[config.mk]
export PLATFORM = sky130hd
export DESIGN_NAME = fact_host_driver
export DESIGN_NICKNAME = d
export VERILOG_FILES = /design/src/rtl/fact_host_driver.sv
export SDC_FILE = /design/constraint.sdc
export NUM_CORES = 1
export LEC_CHECK = 0
export ABC_AREA = 1
export BUFFER_PORTS_ARGS = -buffer_cell sky130_fd_sc_hd__buf_4
export CAP_MARGIN = 20
export CORE_MARGIN = 1
export CORE_UTILIZATION = 39
export CTS_CLUSTER_DIAMETER = 60
export DETAILED_ROUTE_END_ITERATION = 16
export HOLD_SLACK_MARGIN = 0.08
export PLACE_DENSITY_LB_ADDON = 0.08
export SKIP_LAST_GASP = 1
export SLEW_MARGIN = 20
export SYNTH_ARGS = -nofsm -noshare
export SYNTH_HDL_FRONTEND = slang
export SYNTH_SLANG_ARGS = --single-unit
[constraint.sdc]
create_clock -name CLK -period 1.1 [get_ports CLK]
set_input_delay 0.165 -clock CLK [delete_from_list [all_inputs] [get_ports CLK]]
set_output_delay 0.165 -clock CLK [all_outputs]
set_load 0.01 [all_outputs]
[src/rtl/fact_host_driver.sv]
// Bus-master sequencer for the factorial accelerator: write n, pulse go, poll status, read result.
// Optional poll timeout is compiled in with `define FACT_HOST_TIMEOUT_EN.
module fact_host_driver #(
  parameter int DATA_W     = 32,
  parameter int N_W        = 4,
  parameter int POLL_LIMIT = 1023
) (
  input  logic              CLK,
  input  logic              rst,
  input  logic              req_valid,
  input  logic [N_W-1:0]    req_n,
  output logic              req_ready,
  output logic              rsp_valid,
  input  logic              rsp_ready,
  output logic [DATA_W-1:0] rsp_result,
  output logic              rsp_err,
  output logic              rsp_timeout,
  output logic              bus_we,
  output logic [1:0]        bus_addr,
  output logic [DATA_W-1:0] bus_wd,
  input  logic [DATA_W-1:0] bus_rd
);

  localparam logic [2:0] S_IDLE   = 3'd0;
  localparam logic [2:0] S_WR_N   = 3'd1;
  localparam logic [2:0] S_WR_GO  = 3'd2;
  localparam logic [2:0] S_CLR_GO = 3'd3;
  localparam logic [2:0] S_POLL   = 3'd4;
  localparam logic [2:0] S_RD_RES = 3'd5;
  localparam logic [2:0] S_RESP   = 3'd6;

  logic [2:0]        state_q, state_d;
  logic [N_W-1:0]    n_q, n_d;
  logic [DATA_W-1:0] result_q, result_d;
  logic              err_q, err_d;
  logic              timeout_q, timeout_d;
  logic              st_done, st_err;
  logic              poll_expired;

  assign st_done = bus_rd[0];
  assign st_err  = bus_rd[1];

  // A limit below 1 gives no usable timeout window; valid limits generate nothing here.
  if (POLL_LIMIT < 1) begin : g_poll_limit_invalid
  end

`ifdef FACT_HOST_TIMEOUT_EN
  localparam int CNT_W = $clog2(POLL_LIMIT + 1);

  logic [CNT_W-1:0] poll_cnt_q, poll_cnt_d;

  assign poll_expired = (poll_cnt_q == CNT_W'(POLL_LIMIT));

  // Counter stops at POLL_LIMIT instead of wrapping.
  always_comb begin
    poll_cnt_d = poll_cnt_q;
    if (state_q == S_CLR_GO) begin
      poll_cnt_d = '0;
    end else if (state_q == S_POLL && !poll_expired) begin
      poll_cnt_d = poll_cnt_q + 1'b1;
    end
  end

  always_ff @(posedge CLK or posedge rst) begin
    if (rst) begin
      poll_cnt_q <= '0;
    end else begin
      poll_cnt_q <= poll_cnt_d;
    end
  end
`else
  assign poll_expired = 1'b0;
`endif

  always_comb begin
    state_d   = state_q;
    n_d       = n_q;
    result_d  = result_q;
    err_d     = err_q;
    timeout_d = timeout_q;
    case (state_q)
      S_IDLE: begin
        if (req_valid) begin
          n_d     = req_n;
          state_d = S_WR_N;
        end
      end
      S_WR_N:   state_d = S_WR_GO;
      S_WR_GO:  state_d = S_CLR_GO;
      S_CLR_GO: state_d = S_POLL;
      S_POLL: begin
        // Error outranks done, and any status outranks the timeout.
        if (st_err) begin
          err_d     = 1'b1;
          result_d  = '0;
          timeout_d = 1'b0;
          state_d   = S_RESP;
        end else if (st_done) begin
          state_d = S_RD_RES;
        end else if (poll_expired) begin
          timeout_d = 1'b1;
          err_d     = 1'b0;
          result_d  = '0;
          state_d   = S_RESP;
        end
      end
      S_RD_RES: begin
        result_d  = bus_rd;
        err_d     = 1'b0;
        timeout_d = 1'b0;
        state_d   = S_RESP;
      end
      S_RESP: begin
        if (rsp_ready) begin
          state_d = S_IDLE;
        end
      end
      default: state_d = S_IDLE;
    endcase
  end

  always_ff @(posedge CLK or posedge rst) begin
    if (rst) begin
      state_q   <= S_IDLE;
      n_q       <= '0;
      result_q  <= '0;
      err_q     <= 1'b0;
      timeout_q <= 1'b0;
    end else begin
      state_q   <= state_d;
      n_q       <= n_d;
      result_q  <= result_d;
      err_q     <= err_d;
      timeout_q <= timeout_d;
    end
  end

  // Bus signals depend on state and the latched operand only, never on bus_rd.
  always_comb begin
    bus_we   = 1'b0;
    bus_addr = 2'd0;
    bus_wd   = '0;
    case (state_q)
      S_WR_N: begin
        bus_we   = 1'b1;
        bus_addr = 2'd0;
        bus_wd   = DATA_W'(n_q);
      end
      S_WR_GO: begin
        bus_we   = 1'b1;
        bus_addr = 2'd1;
        bus_wd   = DATA_W'(1);
      end
      S_CLR_GO: begin
        bus_we   = 1'b1;
        bus_addr = 2'd1;
      end
      S_POLL:   bus_addr = 2'd2;
      S_RD_RES: bus_addr = 2'd3;
      default: ;
    endcase
  end

  assign req_ready   = (state_q == S_IDLE) && !rst;
  assign rsp_valid   = (state_q == S_RESP);
  assign rsp_result  = result_q;
  assign rsp_err     = err_q;
  assign rsp_timeout = timeout_q;

endmodule

==> results of run 1 <==
## power by group through the flow
| stage | clock network, mW | registers, mW | logic, mW |
|---|---|---|---|
| 2_1_floorplan | 0 | 2.87 | 1.72 |
| 6_report | 1.01 | 2.64 | 4.31 |
| 5_1_grt | 1.10 | 2.72 | 4.72 |
| 3_5_place_dp | 0 | 2.61 | 3.76 |
| 4_1_cts | 1.04 | 2.64 | 4.17 |
| 3_3_place_gp | 0 | 2.60 | 3.72 |
## layout make-up
type | instances | share of cell area
Timing Repair Buffer | 128 | 0.352
Sequential cell | 40 | 0.317
Multi-Input combinational cell | 169 | 0.256
Tap cell | 67 | 0.0265
Clock buffer | 6 | 0.0261
Inverter | 13 | 0.0186
Clock inverter | 2 | 0.00316
## sequential cells by signal, summed over array words and instances, names as in the netlist
| signal | flops |
|---|---|
| rsp_err | 1 |
| n_q | 4 |
| rsp_result | 32 |
| state_q | 3 |
## worst register-to-register path: stages (launching register included)
cell,delay [ps]
dfrtp_2,460
nor2_4,160
nand2_4,70
buf_4,150
o21ai_4,180
buf_12,180
nand2_1,70
nand2_1,60
## stage by stage
| step | setup TNS (ps) | cell area [um^2] | power [mW] | setup slack [ps] | std cells |
|---|---|---|---|---|---|
| after global routing | -16220 | 3170 | 8.54 | -367 | 425 |
| after floorplan | -4500 | 2060 | 4.59 | -149 | 257 |
| after global placement | -4850 | 2640 | 6.32 | -141 | 385 |
| after CTS | -13090 | 3120 | 7.84 | -338 | 424 |
| after detailed placement | -5620 | 2640 | 6.38 | -176 | 385 |
| final | -12820 | 3170 | 7.95 | -313 | 425 |
## logic make-up (layout without fill, tap and decap cells)
family	Yosys count	after routing
and+or+nand+nor	132	132
AOI/OAI and AO/OA	8	8
DFF	40	40
buffers and inverters	48	149
other	1	29
## timing repair
action / CTS / global route
gates resized for setup: 22 / 10
setup endpoints to repair: 48 / 49
endpoints found under the hold margin: 34 / 0
hold buffers: 28 / 0
pin swaps: 3 / 5
setup buffers: 3 / 1
## routing by layer
layer  track usage  wire length, um  share of wire  vias up
met4         0.102              131          0.028        0
met3        0.0401              263          0.056       15
li1              -                -              -      899
met5             0                0              0        -
met1         0.225             1960           0.42      776
met2         0.307             2350           0.50       76
## cells in the final DEF (no fill, tap or decap), types with 2 or more instances in the layout
cell,n
a21oi_1,4
buf_12,4
buf_4,87
buf_6,9
clkbuf_8,6
clkinv_2,2
conb_1,29
dfrtp_1,37
dfrtp_2,3
dlygate4sd3_1,28
inv_1,9
inv_4,2
nand2_1,92
nand2_2,10
nand2_4,4
nand3_1,3
nand3_4,3
nand4_1,2
nor2_1,11
nor2_4,3
## path summary, 6_finish.rpt
kind | start | to | slack, ps
setup / recovery | state_q[2] | bus_wd[0] | -310
setup reg to reg | state_q[1] | rsp_result[27] | -300
hold reg to reg | rsp_result[3] | rsp_result[3] | 470
hold / removal | bus_rd[12] | rsp_result[12] | 90
min in group asynchronous | rst | n_q[1] | 380
max in group asynchronous | rst | state_q[2] | 260
==> impl_metrics.csv, run 1 <==
group,metric,value,unit
cts,cts_made_buffers,5,
critical_path,r2r.worst_path.cells,7,
placement,detailed_place_hpwl,3010,um
critical_path,cpMaxStageDelayCell,"dfrtp_2",
timing,final-hold-violation-count,0,
logic_synthesis,synth_area,1940,um^2
critical_path,start_kind,"flip-flop",
placement,gp_congestion,0.886,
route,dr.pass1.iters,4,
logic_synthesis,synth_compound_area_frac,0.0277,
logic_synthesis,synthTopCellsByCount,"nand2_1 (95), dfrtp_1 (40), buf_4 (29)",
logic_synthesis,synth_xor_area_frac,0,
floorplanning,die_h,72.6,um
worst_hold_path,hold_class,"input port to flip-flop",
global_route,grt_max_degree,34,
cts,h-tree-depth,2,
global_route,overflow,0,
logic_synthesis,yosys_warnings,0,
power_and_ir_drop,p_leak,1.77,nW
logic_synthesis,synth.most_common_cell,"nand2_1",
critical_path,critPathMaxStageDelay,500,ps
final_layout,diodes,0,
run_status,violations,"negative setup slack",
critical_path,path_cells,"inv_4 -> buf_6 -> nand3_4 -> o21ai_2 -> buf_4",
global_route,antenna_found_initial,0,
cts,cts_tree,"built",
cts,clk_pin_slew,80,ps
timing,hold_slack,88.5,ps
floorplanning,dieArea,5270,um^2
final_layout,finish.utilization,0.666,
timing,setup_slack,-313,ps
route,drtAntennaViolNets,0,
critical_path,arrival,1250,ps
cts,cts_sinks,40,
logic_synthesis,synth_edf_count,0,
final_layout,multiInputGateArea,811,um^2
worst_hold_path,min_path_cells,3,
timing,finalClockSkew,9.90,ps
critical_path,path_class,"flip-flop to output pin",
floorplanning,dieWidth,72.6,um
run_status,status,"finished, violations left",
route,via_count,1766,
floorplanning,rows,25,
logic_synthesis,synth_top_family_by_area,"simple AND/OR/NAND/NOR gates",
logic_synthesis,synth_fa_ha_area_frac,0,
logic_synthesis,synth_cells,229,
timing,slew_viol_final,0,
logic_synthesis,ys_async_sr_fraction,1.00,
final_layout,fill_cells,428,
logic_synthesis,syn_area_per_cell,8.49,um^2
logic_synthesis,synth_seq_cells,40,
power_and_ir_drop,sw_frac_of_total,0.388,
route,viasPerCell,4.16,
cts,cts_buffer_depth,2,
power_and_ir_drop,seqPwrFrac,0.332,
power_and_ir_drop,ir_worst_vdd,1.22,mV
job,maxCapViolations,0,
global_route,track_usage,0.185,
critical_path,cp.depth,5,
timing,period_minus_slack,1410,ps
logic_synthesis,synth-simple-area-share,0.288,
floorplanning,io_pins,111,
power_and_ir_drop,p_per_area,2510,nW/um^2
route,routedWlPerCell,11.1,um
logic_synthesis,ys.flop_type,"dfrtp_1",
logic_synthesis,synth_largest_area_cell,"dfrtp_1",
floorplanning,core_area,4750,um^2
route,drt_iter0_markers,71,
floorplanning,start_util,0.409,
timing,max_freq,0.708,GHz
route,wl,4700,um
critical_path,end_kind,"output pin",
power_and_ir_drop,power_switching,3.08,mW
critical_path,worst_ep_required_time,940,ps
final_layout,final_nets,397,
logic_synthesis,synthTopCellsByArea,"dfrtp_1 (52%), nand2_1 (18%), buf_4 (11%)",
critical_path,cp_top_family,"flip-flops",
timing,rsz0062_at_grt,"true",
route,drc,0,
final_layout,drive_gt1_frac,0.388,
logic_synthesis,ys_types,22,
power_and_ir_drop,clock_power_share,0.126,
cts,insertion_delay,290,ps
power_and_ir_drop,p_int,4.87,mW
logic_synthesis,yosysTopAreaCellShare,0.515,
logic_synthesis,yosysSeqAreaShare,0.515,
final_layout,seqCellArea,1000,um^2
timing,finalSetupViolations,48,
placement,numPortBuffers,81,
global_route,grt_pass1_wl,7330,um
final_layout,areaGrowthSynthToFinish,62.9,%
critical_path,cp_num_buf_inv,3,
global_route,first_global_vias,1646,
timing,finalCritPeriodShare,1.28,
cts,cts-root-buf,"clkbuf_8",
logic_synthesis,muxShareOfSynthArea,0,
power_and_ir_drop,pwr-share-comb,0.542,
critical_path,worst-path-max-fanout,6,
(Power assumes the default switching activity.)
==> run 2: changes to the inputs <==
Settings changed: CELL_PAD_IN_SITES_DETAIL_PLACEMENT from default to 1, CELL_PAD_IN_SITES_GLOBAL_PLACEMENT from default to 1, CORE_UTILIZATION 39 to 27.
==> impl_metrics.csv, run 2 (synthesis gave the netlist of run 1 again) <==
group,metric,value,unit
cts,cts_made_buffers,5,
cts,h-tree-depth,2,
power_and_ir_drop,ir_worst_vdd,1.04,mV
global_route,antenna_found_initial,0,
timing,rsz0062_at_grt,"true",
global_route,grt_pass1_wl,8850,um
timing,final-hold-violation-count,0,
placement,dp_cells,414,
floorplanning,die_h,86.8,um
cts,cts_tree,"built",
cts,insertion_delay,290,ps
floorplanning,io_pins,111,
floorplanning,dieArea,7540,um^2
cts,clk_pin_slew,80,ps
critical_path,path_class,"flip-flop to flip-flop",
route,drc,0,
timing,setup_slack,-360,ps
global_route,overflow,0,
global_route,grt_max_degree,27,
global_route,track_usage,0.150,
final_layout,final_cells,470,
floorplanning,core_area,6870,um^2
cts,cts_buffer_depth,2,
floorplanning,rows,30,
floorplanning,start_util,0.283,
final_layout,final_nets,413,
final_layout,seqCellArea,1000,um^2
critical_path,arrival,1690,ps
final_layout,final_cell_mix,"buf_4 (90), nand2_1 (79), dfrtp_1 (37)",
route,via_count,1913,
timing,finalCritPeriodShare,1.33,
timing,slew_viol_final,0,
final_layout,finish.instance_area,3510,um^2
power_and_ir_drop,p_per_area,2620,nW/um^2
placement,postPlaceCellArea,2660,um^2
final_layout,final_common_cell,"buf_4",
route,dr.pass1.iters,4,
critical_path,r2r_slack,-360,ps
route,drt_iter0_markers,23,
timing,finalSetupViolations,49,
run_status,status,"finished, violations left",
placement,detailed_place_hpwl,3650,um
cts,cts-root-buf,"clkbuf_8",
timing,period_minus_slack,1460,ps
job,maxCapViolations,0,
final_layout,largest_reg_flops,32,
critical_path,end_kind,"flip-flop",
route,routedWlPerCell,12.4,um
timing,max_freq,0.685,GHz
final_layout,fill_cells,835,
final_layout,areaGrowthSynthToFinish,80.7,%
critical_path,start_kind,"flip-flop",
timing,finalClockSkew,7.13,ps
placement,numPortBuffers,81,
final_layout,multiInputGateArea,911,um^2
route,wl,5830,um
placement,gp_congestion,0.761,
global_route,first_global_vias,1892,
final_layout,drive_gt1_frac,0.473,
critical_path,worst-path-max-fanout,7,
cts,cts_sinks,40,
critical_path,worst_ep_required_time,1330,ps
run_status,violations,"negative setup slack",
power_and_ir_drop,p_leak,1.90,nW
final_layout,diodes,0,
floorplanning,dieWidth,86.8,um
final_layout,finish.utilization,0.511,
route,drtAntennaViolNets,0,
route,viasPerCell,4.07,
worst_hold_path,hold_class,"input port to flip-flop",
==> run 2: cell types whose count changed in the layout (fill, tap and decap cells not counted), sizes merged <==
cell / before / now
bufinv: 0 / 1
buf: 100 / 113
clkinvlp: 0 / 1
clkinv: 3 / 1
dlygate4sd3: 28 / 29
clkbuf: 6 / 7
inv: 12 / 13
==> run 2: routing by layer <==
metal / global-route usage / part of all wire / wire [um] / up-vias
met5: 0 / 0 / 0 / -
met4: 0.0455 / 0.0098 / 57 / 0
met3: 0.0257 / 0.049 / 287 / 6
met2: 0.268 / 0.51 / 2970 / 67
met1: 0.185 / 0.43 / 2510 / 909
li1: - / - / - / 931
==> run 2: timing repair <==
item	4_1_cts	5_1_grt
pin swaps	10	12
gates cloned	0	3
setup endpoints to repair	49	49
resized for setup	42	32
hold buffers	29	0
hold endpoints to repair	68	0
setup buffers	10	10
==> run 2: final timing paths <==
path | from | end | depth (start not counted)
worst max register to register | state_q[1] | rsp_result[12] | 8
max in group asynchronous | rst | state_q[2] | 4
worst min-delay path | bus_rd[24] | rsp_result[24] | 3
worst max-delay path | state_q[1] | rsp_result[12] | 8
worst min register to register | rsp_result[26] | rsp_result[26] | 2
min in group asynchronous | rst | rsp_result[4] | 4
==> run 2: worst max-delay path, cell delays in order (launching register included) <==
cell	delay, ps
dfrtp_2	480
nor2_4	150
nand2_4	80
buf_6	120
o21ai_4	150
buf_12	150
clkbuf_16	150
nand2_1	50
nand2_1	50
==> run 2: cell type report <==
cell class / instances / share of cell area
Clock buffer: 5 / 0.0196
Multi-Input combinational cell: 169 / 0.259
Clock inverter: 3 / 0.0121
Inverter: 13 / 0.0167
Timing Repair Buffer: 144 / 0.372
Sequential cell: 40 / 0.286
Tap cell: 96 / 0.0342
==> run 2: report_power, final <==
group          internal, mW  switching [mW]  leakage [nW]
logic                  2.81            2.50          1.34
registers              2.17           0.505         0.510
clock network         0.672           0.536        0.0541
total                  5.65            3.54          1.90
==> run 2: through the flow <==
step                setup WS (ps)  setup TNS [ps]  total power, mW  hold slack [ps]
floorplan                    -149           -4500             4.59              282
global placement             -193           -6250             6.33              246
detailed placement           -205           -6680             6.40              247
CTS                          -354          -14300             8.42             82.0
global route                 -398          -17620             9.81             95.3
finish                       -360          -15020             9.19             91.8
==> run 3: changes to the inputs <==
Settings changed: RECOVER_POWER from default to 25.
Clock period 1.1 ns to 1.3 ns, I/O delays scaled along.
==> impl_metrics.csv, run 3 (synthesis gave the netlist of run 1 again) <==
group,metric,value,unit
critical_path,path_class,"flip-flop to output pin",
final_layout,areaGrowthSynthToFinish,51.7,%
timing,finalClockSkew,10.1,ps
critical_path,arrival,1300,ps
power_and_ir_drop,ir_worst_vdd,0.816,mV
critical_path,worst-path-max-fanout,6,
final_layout,drive_gt1_frac,0.434,
route,dr.pass1.iters,3,
final_layout,final_nets,373,
route,via_count,1733,
cts,cts-root-buf,"clkbuf_8",
cts,cts_made_buffers,5,
timing,slew_viol_final,0,
timing,max_freq,0.668,GHz
critical_path,start_kind,"flip-flop",
final_layout,diodes,0,
cts,clk_pin_slew,90,ps
final_layout,finish.utilization,0.429,
cts,cts_buffer_depth,2,
critical_path,r2r.worst_path.cells,7,
placement,postPlaceCellArea,2650,um^2
placement,numPortBuffers,81,
route,drc,0,
route,drtAntennaViolNets,0,
global_route,grt_pass1_wl,8090,um
final_layout,finish.instance_area,2950,um^2
floorplanning,start_util,0.283,
route,drt_iter0_markers,61,
critical_path,critPathMaxStageDelay,490,ps
final_layout,largest_reg_flops,32,
global_route,first_global_vias,1718,
placement,detailed_place_hpwl,3660,um
final_layout,final_cell_mix,"nand2_1 (86), buf_4 (86), dfrtp_1 (37)",
critical_path,worstReg2RegEnd,"rsp_result[11]",
final_layout,fill_cells,858,
final_layout,seqCellArea,1000,um^2
timing,setup_slack,-198,ps
cts,cts_tree,"built",
placement,pre_cts_slack,-26.4,ps
critical_path,cp_top_family,"flip-flops",
run_status,status,"finished, violations left",
floorplanning,io_pins,111,
critical_path,path_cells,"nor2_4 -> nand2_4 -> nand2_4 -> buf_6 -> buf_6",
floorplanning,die_h,86.8,um
route,wl,5020,um
critical_path,cpMaxStageDelayCell,"dfrtp_2",
critical_path,end_kind,"output pin",
critical_path,r2r-start,"state_q[0]",
global_route,antenna_found_initial,0,
timing,finalCritPeriodShare,1.15,
timing,final-hold-violation-count,0,
route,viasPerCell,4.03,
placement,gp_congestion,0.728,
power_and_ir_drop,power.total,6.74,mW
timing,period_minus_slack,1500,ps
worst_hold_path,min_path_cells,3,
cts,insertion_delay,290,ps
worst_hold_path,hold_class,"input port to flip-flop",
route,routedWlPerCell,11.7,um
floorplanning,core_area,6870,um^2
global_route,overflow,0,
critical_path,cp_num_buf_inv,2,
power_and_ir_drop,p_per_area,2290,nW/um^2
global_route,grt_max_degree,25,
floorplanning,dieWidth,86.8,um
run_status,violations,"negative setup slack",
worst_hold_path,holdCritStartpoint,"bus_rd[31]",
floorplanning,dieArea,7540,um^2
floorplanning,rows,30,
critical_path,worst_ep_required_time,1110,ps
power_and_ir_drop,p_leak,1.65,nW
global_route,track_usage,0.140,
cts,cts_sinks,40,
final_layout,multiInputGateArea,812,um^2
job,maxCapViolations,0,
timing,slew_headroom,0.550,
timing,finalSetupViolations,42,
timing,worstMarginPinSlew,675,ps
critical_path,r2r_slack,-150,ps
cts,h-tree-depth,2,
worst_hold_path,min_delay_worst_endpoint,"rsp_result[31]",
timing,rsz0062_at_grt,"true",
==> run 3: through the flow <==
step           TNS (ps)  hold WS (ps)  instances
2_1_floorplan         0           312        257
3_5_place_dp      -48.3           227        412
3_3_place_gp      -59.9           227        412
4_1_cts           -5740          92.2        428
6_report          -5210          99.6        430
5_1_grt           -9130           101        430
==> run 3: worst max-delay path by stage <==
stage	depth (start not counted)	end	startpoint	slack (ps)
CTS	5	bus_wd[3]	state_q[1]	-190
finish	5	bus_addr[1]	state_q[0]	-200
floorplan	7	rsp_result[21]	state_q[1]	20
detailed placement	5	bus_wd[1]	state_q[2]	-30
global placement	5	bus_wd[2]	state_q[2]	-30
global route	5	bus_addr[1]	state_q[0]	-260
==> run 3: timing repair <==
item | in CTS | in global routing
endpoints found under the setup margin | 22 | 48
hold buffers | 1 | 0
hold endpoints to repair | 14 | 0
pin swaps | 4 | 6
setup buffers | 7 | 3
gates resized for setup | 22 | 21
==> run 3: worst register-to-register path: cells and delay by family (launching register included) <==
family                 cells  cell delay [ps]
AOI/OAI and AO/OA          1              170
and+or+nand+nor            4              420
buffers and inverters      2              320
DFF                        1              490
==> run 3: layout make-up <==
class                   instances  area share
flip-flops and latches         40       0.341
clock inverters                 1     0.00255
multi-input cells             169       0.275
clock buffers                   7      0.0293
well taps                      96      0.0407
repair buffers                104       0.294
inverters                      13      0.0174
==> run 3: power by group <==
part / internal (mW) / switching, mW
clock: 0.432 / 0.432
sequential: 1.84 / 0.416
combinational: 1.84 / 1.79
total: 4.11 / 2.63
==> run 3: per-layer routing <==
layer	track usage	up-vias	routed length [um]
met4	0.0500	0	60
li1	-	843	-
met2	0.238	66	2430
met5	0	-	0
met3	0.0324	4	334
met1	0.173	820	2200
